### config.mk
export PLATFORM = sky130hd
export DESIGN_NAME = microroc_sc_serializer
export DESIGN_NICKNAME = d
export VERILOG_FILES = /design/src/rtl/microroc_sc_pkg.sv /design/src/rtl/microroc_sc_serializer_sr_clock_generator.sv /design/src/rtl/microroc_sc_serializer.sv
export SDC_FILE = /design/constraint.sdc
export NUM_CORES = 2
export LEC_CHECK = 0
export ABC_AREA = 1
export CAP_MARGIN = 10
export CORE_ASPECT_RATIO = 1.2
export CORE_MARGIN = 2
export CORE_UTILIZATION = 45
export CTS_CLUSTER_SIZE = 24
export DETAILED_ROUTE_END_ITERATION = 12
export PLACE_DENSITY = 0.63
export SLEW_MARGIN = 20
export SYNTH_ARGS = -nofsm -noshare
export SYNTH_HDL_FRONTEND = slang
export SYNTH_SLANG_ARGS = --single-unit
### constraint.sdc
create_clock -name Clk -period 57.9 [get_ports Clk]
set_input_delay 5.79 -clock Clk [delete_from_list [all_inputs] [get_ports Clk]]
set_output_delay 5.79 -clock Clk [all_outputs]
set_load 0.03 [all_outputs]
### src/rtl/microroc_sc_pkg.sv
// MICROROC slow-control serializer: shared states, defaults and helpers.
// Imported by the serializer top and its shift-clock generator.
package microroc_sc_pkg;

  localparam int SC_BITS_DEF     = 592;
  localparam int RS_BITS_DEF     = 64;
  localparam int ASIC_NUMBER_DEF = 4;
  localparam int CLK_DIV_DEF     = 4;
  localparam int RST_CYCLES_DEF  = 8;
  localparam int CHIPID_LSB_DEF  = 8;

  localparam logic [2:0] ST_IDLE  = 3'd0;
  localparam logic [2:0] ST_CLEAR = 3'd1;
  localparam logic [2:0] ST_SHIFT = 3'd2;
  localparam logic [2:0] ST_END   = 3'd3;
  localparam logic [2:0] ST_DONE  = 3'd4;

  function automatic int max2(input int a, input int b);
    return (a > b) ? a : b;
  endfunction

  function automatic int wbits(input int v);
    return (v < 2) ? 1 : $clog2(v);
  endfunction

endpackage

### src/rtl/microroc_sc_serializer_sr_clock_generator.sv
// Shift-clock phase generator: CLK_DIV cycles low, CLK_DIV cycles high,
// with a strobe on the final cycle of each high phase.
module sr_clock_generator
  import microroc_sc_pkg::*;
#(
  parameter int CLK_DIV = CLK_DIV_DEF
) (
  input  logic clk,
  input  logic reset,
  input  logic enable,
  output logic sr_ck,
  output logic bit_adv
);

  localparam int CW = wbits(CLK_DIV);
  localparam logic [CW-1:0] LAST = CW'(CLK_DIV - 1);

  logic [CW-1:0] cnt;
  logic          phase_end;

  assign phase_end = enable && (cnt == LAST);
  assign bit_adv   = phase_end && sr_ck;

  always_ff @(posedge clk or posedge reset) begin
    if (reset) begin
      cnt   <= '0;
      sr_ck <= 1'b0;
    end else if (!enable) begin
      cnt   <= '0;
      sr_ck <= 1'b0;
    end else if (phase_end) begin
      cnt   <= '0;
      sr_ck <= ~sr_ck;
    end else begin
      cnt   <= cnt + 1'b1;
    end
  end

endmodule

### src/rtl/microroc_sc_serializer.sv
// Loads slow-control or read-scope images into a daisy-chained ASIC string,
// inserting a per-ASIC ChipID into each slow-control copy.
module microroc_sc_serializer
  import microroc_sc_pkg::*;
#(
  parameter int SC_BITS     = SC_BITS_DEF,
  parameter int RS_BITS     = RS_BITS_DEF,
  parameter int ASIC_NUMBER = ASIC_NUMBER_DEF,
  parameter int CLK_DIV     = CLK_DIV_DEF,
  parameter int RST_CYCLES  = RST_CYCLES_DEF,
  parameter int CHIPID_LSB  = CHIPID_LSB_DEF
) (
  input  logic               Clk,
  input  logic               reset,
  input  logic               LoadStart,
  input  logic               SlowOrReadScopeSelect,
  input  logic [SC_BITS-1:0] SlowControlVector,
  input  logic [RS_BITS-1:0] ReadScopeVector,
  input  logic [7:0]         ChipIdBase,
  output logic               SrIn,
  output logic               SrCk,
  output logic               SrRstb,
  output logic               SelectSlowControl,
  output logic               Busy,
  output logic               LoadDone
);

  localparam int MAXB = max2(SC_BITS, RS_BITS);
  localparam int PW   = wbits(MAXB);
  localparam int BW   = $clog2(ASIC_NUMBER * SC_BITS + 1);
  localparam int TW   = wbits(max2(RST_CYCLES, CLK_DIV));

  localparam logic [PW-1:0] SC_LAST  = PW'(SC_BITS - 1);
  localparam logic [PW-1:0] RS_LAST  = PW'(RS_BITS - 1);
  localparam logic [BW-1:0] N_SC     = BW'(ASIC_NUMBER * SC_BITS);
  localparam logic [BW-1:0] N_RS     = BW'(ASIC_NUMBER * RS_BITS);
  localparam logic [TW-1:0] CLR_LAST = TW'(RST_CYCLES - 1);
  localparam logic [TW-1:0] END_LAST = TW'(CLK_DIV - 1);
  localparam logic [7:0]    TOP_OFS  = 8'(ASIC_NUMBER - 1);

  // Left-aligned copy image so the next bit is always the MSB.
  function automatic logic [MAXB-1:0] build(
    input logic               m,
    input logic [SC_BITS-1:0] sc,
    input logic [RS_BITS-1:0] rs,
    input logic [7:0]         id
  );
    logic [SC_BITS-1:0] s;
    logic [MAXB-1:0]    r;
    s = sc;
    s[CHIPID_LSB +: 8] = id;
    r = '0;
    if (m) r[MAXB-1 -: SC_BITS] = s;
    else   r[MAXB-1 -: RS_BITS] = rs;
    return r;
  endfunction

  logic [2:0]         state;
  logic               mode;
  logic [SC_BITS-1:0] sc_sh;
  logic [RS_BITS-1:0] rs_sh;
  logic [7:0]         chip;
  logic [MAXB-1:0]    wk;
  logic [PW-1:0]      pos;
  logic [BW-1:0]      bcnt;
  logic [TW-1:0]      tmr;
  logic               sr_in;

  logic               shift_en;
  logic               bit_adv;
  logic [BW-1:0]      n_last;
  logic [7:0]         chip_nx;
  logic [7:0]         chip_first;
  logic [7:0]         chip_step;
  logic [PW-1:0]      pos_step;
  logic [MAXB-1:0]    wk_step;

  assign shift_en   = (state == ST_SHIFT);
  assign n_last     = mode ? (N_SC - 1'b1) : (N_RS - 1'b1);
  assign chip_first = ChipIdBase + TOP_OFS;

  sr_clock_generator #(
    .CLK_DIV(CLK_DIV)
  ) u_srck (
    .clk    (Clk),
    .reset  (reset),
    .enable (shift_en),
    .sr_ck  (SrCk),
    .bit_adv(bit_adv)
  );

  // Copy boundary: rebuild the image for the next ASIC down the chain.
  always_comb begin
    chip_nx   = chip - 8'd1;
    wk_step   = wk << 1;
    pos_step  = pos - 1'b1;
    chip_step = chip;
    if (pos == '0) begin
      wk_step   = build(mode, sc_sh, rs_sh, chip_nx);
      pos_step  = mode ? SC_LAST : RS_LAST;
      chip_step = chip_nx;
    end
  end

  always_ff @(posedge Clk or posedge reset) begin
    if (reset) begin
      state <= ST_IDLE;
      mode  <= 1'b0;
      sc_sh <= '0;
      rs_sh <= '0;
      chip  <= '0;
      wk    <= '0;
      pos   <= '0;
      bcnt  <= '0;
      tmr   <= '0;
      sr_in <= 1'b0;
    end else begin
      unique case (state)
        ST_IDLE: begin
          if (LoadStart) begin
            state <= ST_CLEAR;
            mode  <= SlowOrReadScopeSelect;
            sc_sh <= SlowControlVector;
            rs_sh <= ReadScopeVector;
            chip  <= chip_first;
            wk    <= build(SlowOrReadScopeSelect,
                           SlowControlVector,
                           ReadScopeVector,
                           chip_first);
            pos   <= SlowOrReadScopeSelect ? SC_LAST : RS_LAST;
            bcnt  <= '0;
            tmr   <= '0;
          end
        end
        ST_CLEAR: begin
          if (tmr == CLR_LAST) begin
            state <= ST_SHIFT;
            tmr   <= '0;
            sr_in <= wk[MAXB-1];
            wk    <= wk_step;
            pos   <= pos_step;
            chip  <= chip_step;
          end else begin
            tmr <= tmr + 1'b1;
          end
        end
        ST_SHIFT: begin
          if (bit_adv) begin
            if (bcnt == n_last) begin
              state <= ST_END;
              sr_in <= 1'b0;
            end else begin
              bcnt  <= bcnt + 1'b1;
              sr_in <= wk[MAXB-1];
              wk    <= wk_step;
              pos   <= pos_step;
              chip  <= chip_step;
            end
          end
        end
        ST_END: begin
          if (tmr == END_LAST) begin
            state <= ST_DONE;
            tmr   <= '0;
          end else begin
            tmr <= tmr + 1'b1;
          end
        end
        ST_DONE: state <= ST_IDLE;
        default: state <= ST_IDLE;
      endcase
    end
  end

  assign SrIn              = sr_in;
  assign SrRstb            = (state != ST_CLEAR);
  assign SelectSlowControl = mode;
  assign LoadDone          = (state == ST_DONE);
  assign Busy              = (state == ST_CLEAR) ||
                             (state == ST_SHIFT) ||
                             (state == ST_END);

endmodule

==> results.rst <==
.. list-table::
   :header-rows: 1

   * - Metric
     - Value
   * - HPWL after DPL
     - between 100 and 150 mm
   * - Number of violations reported at the end of detailed-routing iteration 0
     - 4805
   * - Final count of pins violating max slew
     - 0
   * - Main flop type after synthesis
     - sky130_fd_sc_hd__dfrtp_1
   * - Unrepaired setup endpoints after global routing
     - no
   * - Max IR drop VDD
     - around 0.028 mV
   * - Gr usage total
     - 26.1%
   * - Post-detailed-routing wire length
     - 189 mm
   * - Number of sinks on the clock net
     - between 1000 and 1500
   * - Number of distinct library cells after synthesis
     - 33
   * - H-tree depth
     - 4
   * - Upper clock frequency limit
     - 90.6 MHz
   * - Syn Std Cell Area
     - 62900 um^2
   * - Post-Synth XOR/XNOR Area
     - 0.209%
   * - Total clock buffers created by CTS
     - 141
   * - Total of cells resized after clock tree synthesis
     - 0
   * - Port-buffer cells
     - roughly 670
   * - ANT nets after route
     - 0
   * - Routed wire per std cell
     - 17.2 um
   * - Commonest cells in the synthesized netlist
     - 5220 x sky130_fd_sc_hd__nand2_1, 1281 x sky130_fd_sc_hd__dfrtp_1, 1099 x sky130_fd_sc_hd__nand3_1
   * - Critical path endpoint category
     - asynchronous set/reset pin
   * - Multiplexer share of the synthesized area
     - 0%
   * - Maximum clock insertion buffer count
     - 3
   * - Fraction of the mapped netlist area in simple logic gates
     - 41.1%
   * - Placement row count
     - 150
   * - Shortest period the worst path allows
     - 11.04 ns
   * - Wire length on met1
     - 81.6 mm
   * - Post-Syn Nets
     - 9377
   * - Hold Slack
     - 0.460 ns
   * - Routed wire length on met3
     - between 10 and 15 mm
   * - Cell type with the highest aggregate area in the netlist
     - sky130_fd_sc_hd__dfrtp_1
   * - Switching power
     - 449 uW
   * - Sequential share of power
     - a little under half
   * - Most frequent cell after synthesis
     - sky130_fd_sc_hd__nand2_1
   * - Post-cts hold buffer count
     - 0
   * - Most area-consuming cells after synthesis
     - sky130_fd_sc_hd__dfrtp_1 51%, sky130_fd_sc_hd__nand2_1 31%, sky130_fd_sc_hd__nand3_1 8.8%
   * - Sum of overflow across all layers after global routing
     - 0
   * - Clock insertion delay at the later pin of the skew report
     - approximately 0.77 ns
   * - Via-per-instance ratio
     - ~5.2
   * - Post-Route Skew
     - about 0.025 ns
   * - Post-synthesis share of cell area spent on full adders, half adders and majority gates
     - 0.199%
   * - Overall die area
     - 143000 um^2
   * - Relative area change from synthesis to final layout
     - 18.1%
   * - Number of enable-type register cells in the synthesized netlist
     - 0
   * - Worst-margin pin slew
     - between 1 and 1.5 ns
   * - Worst EP required
     - about 60 ns
   * - TritonCTS clock tree
     - yes
   * - Final layout net count
     - 9674
   * - Cell at the root of the clock tree
     - sky130_fd_sc_hd__clkbuf_16
   * - Router iterations before antenna repair
     - 6
   * - Count of final setup violators
     - 0
   * - Number of max-cap violations
     - 0
   * - Number of failing hold endpoints at the final stage
     - 0
   * - Starting utilization of the core area
     - 45.2%
   * - Fraction of final layout cells sized beyond drive strength 1
     - 3.55%
   * - Total power density per cell area
     - 26.4 nW/um^2
   * - Post-CTS clock slew at the launch and capture registers of the worst setup and hold paths
     - roughly 0.06 ns
   * - Combined area of the multi-input logic cells
     - approximately 27000 um^2
   * - Top-level I/O count
     - just under 700
   * - Met2 wire length
     - 88.5 mm
   * - Total Power
     - 1960 uW
   * - Combinational cell fraction of total power
     - 5.4%
   * - Critical Setup Path Class
     - input port to asynchronous set/reset pin
   * - Fraction of the cycle the final worst path needs
     - 19.1%
   * - Gate count of the mapped netlist
     - 8699
   * - Register-to-register setup slack
     - 52.19 ns
   * - Initial antenna violation count
     - 95
   * - CP arrival
     - 11.77 ns
   * - Mean instance size in the synthesized netlist
     - just over 7 um^2
   * - Fill cell total of the finished layout
     - roughly 13000
   * - Sequential Area
     - 32100 um^2
   * - DRC errors left
     - 0
   * - Flop and latch count out of synthesis
     - 1281
   * - Pin count of the biggest net entering global routing
     - 243
   * - Die boundary width
     - 345 um
   * - Via count of the first global-routing pass
     - 55600
   * - Worst min path class
     - flop to flop
   * - Synth warn
     - 0
   * - Main combinational cell family by area after synthesis
     - simple AND/OR/NAND/NOR gates
   * - Leakage power figure
     - 0.0391 uW
   * - Post-CTS setup buffers
     - 0
   * - Sw frac
     - 22.9%
   * - Outcome
     - complete, no violations
   * - Clock network power share
     - 47.1%
   * - Height of the chip
     - 413 um
   * - Highest routing layer actually used
     - met5
   * - TNS Setup
     - 0 ns
   * - Remaining max-slew budget at the tightest pin
     - between 20% and 30%
   * - Fraction of post-synthesis cell area in the top cell type by area
     - 51.0%
   * - Highest net fanout along the worst path
     - between 90 and 100
   * - Compound-cell area share of the yosys netlist
     - 1.82%
   * - Via Count
     - 57100
   * - Wire length of the first global-routing pass
     - approximately 300 mm
   * - Portion of the post-synthesis area used by sequential elements
     - 51.0%
   * - Area of the core
     - 139000 um^2
   * - Global placer's final weighted congestion
     - 0.817
   * - Proportion of synthesized flip-flops having asynchronous set or reset
     - 100%
   * - Critical Path Source Type
     - input port
   * - Power Internal
     - between 1500 and 2000 uW
layout make-up:
class	instances	share of cell area, %
clock buffers	209	5.74
flip-flops and latches	1281	43.2
well taps	1824	3.07
multi-input cells	6726	36.7
clock inverters	43	0.661
inverters	119	0.656
diodes	46	0.155
repair buffers	727	9.80
critical path, cell delays in order:
cell and delay (ns):
sky130_fd_sc_hd__clkdlybuf4s50_1 0.49, sky130_fd_sc_hd__inv_8 0.49, sky130_fd_sc_hd__buf_4 0.82, sky130_fd_sc_hd__buf_4 0.79, sky130_fd_sc_hd__buf_4 0.74, sky130_fd_sc_hd__buf_4 0.79
sky130_fd_sc_hd__buf_6 0.64, sky130_fd_sc_hd__buf_4 0.89
cells by family after synthesis:
logic type,count (synthesis)
AOI/OAI and AO/OA,226
xor gates and xnor gates,15
adders and majority gates,10
buffers and inverters,692
DFF,1281
and+or+nand+nor,6475
path summary, 6_finish.rpt:
| kind | start | to | cells after the start |
|---|---|---|---|
| max | reset | sc_sh[397] | 8 |
| min | u_srck.cnt[0] | u_srck.cnt[0] | 1 |
| max reg2reg | state[0] | wk[358] | 11 |
| min reg2reg | u_srck.cnt[0] | u_srck.cnt[0] | 1 |
| max in group Clk | LoadStart | wk[358] | 11 |
| min in group asynchronous | reset | rs_sh[52] | 2 |
metal layers:
layer / vias up / track usage (%)
met5: - / 0
met4: 108 / 9.40
met3: 370 / 6.08
met2: 1536 / 42.9
met1: 27400 / 33.8
li1: 27700 / -
registers in the layout, summed over array words and instances, names as in the netlist:
register / count
SelectSlowControl: 1
rs_sh: 64
sc_sh: 584
state: 3
u_srck.sr_ck: 1
bcnt: 12
pos: 10
SrIn: 1
wk: 592
chip: 8
tmr: 3
u_srck.cnt: 2
placed cells by master (no fill, tap or decap), types with 4 or more instances in the layout:
cell type / count
sky130_fd_sc_hd__clkinv_8: 4
sky130_fd_sc_hd__nand3_1: 1098
sky130_fd_sc_hd__a21oi_1: 68
sky130_fd_sc_hd__nor2_1: 120
sky130_fd_sc_hd__inv_2: 7
sky130_fd_sc_hd__nor2_4: 5
sky130_fd_sc_hd__nand3b_1: 5
sky130_fd_sc_hd__o21ai_0: 153
sky130_fd_sc_hd__xnor2_1: 4
sky130_fd_sc_hd__clkbuf_16: 144
sky130_fd_sc_hd__buf_12: 12
sky130_fd_sc_hd__dfrtp_1: 1280
sky130_fd_sc_hd__clkbuf_8: 41
sky130_fd_sc_hd__inv_1: 107
sky130_fd_sc_hd__clkdlybuf4s50_1: 664
sky130_fd_sc_hd__clkbuf_1: 24
sky130_fd_sc_hd__diode_2: 46
sky130_fd_sc_hd__ha_1: 10
sky130_fd_sc_hd__nand4_1: 8
sky130_fd_sc_hd__clkinv_2: 23
sky130_fd_sc_hd__bufinv_16: 6
sky130_fd_sc_hd__xor2_1: 11
sky130_fd_sc_hd__nand2_1: 5220
sky130_fd_sc_hd__inv_6: 4
sky130_fd_sc_hd__clkinvlp_4: 4
sky130_fd_sc_hd__nor3_1: 4
sky130_fd_sc_hd__buf_4: 49
power groups by stage:
stage,registers [uW],clock network [uW],logic (uW)
finish,931,922,106
global route,933,976,119
CTS,931,943,108
detailed placement,947,0,107
global placement,946,0,106
floorplan,947,0,39.9
per-stage QoR:
step	setup slack (ns)	utilization, %	instance area [um^2]	cells
floorplan	16.01	-	62900	8699
global placement	45.52	49.9	69300	10700
detailed placement	45.54	49.9	69300	10700
CTS	46.37	53.3	74100	10900
global route	45.96	53.3	74200	11000
finish	46.86	53.4	74200	11000
No activity file was read; power rests on OpenSTA's default activity.
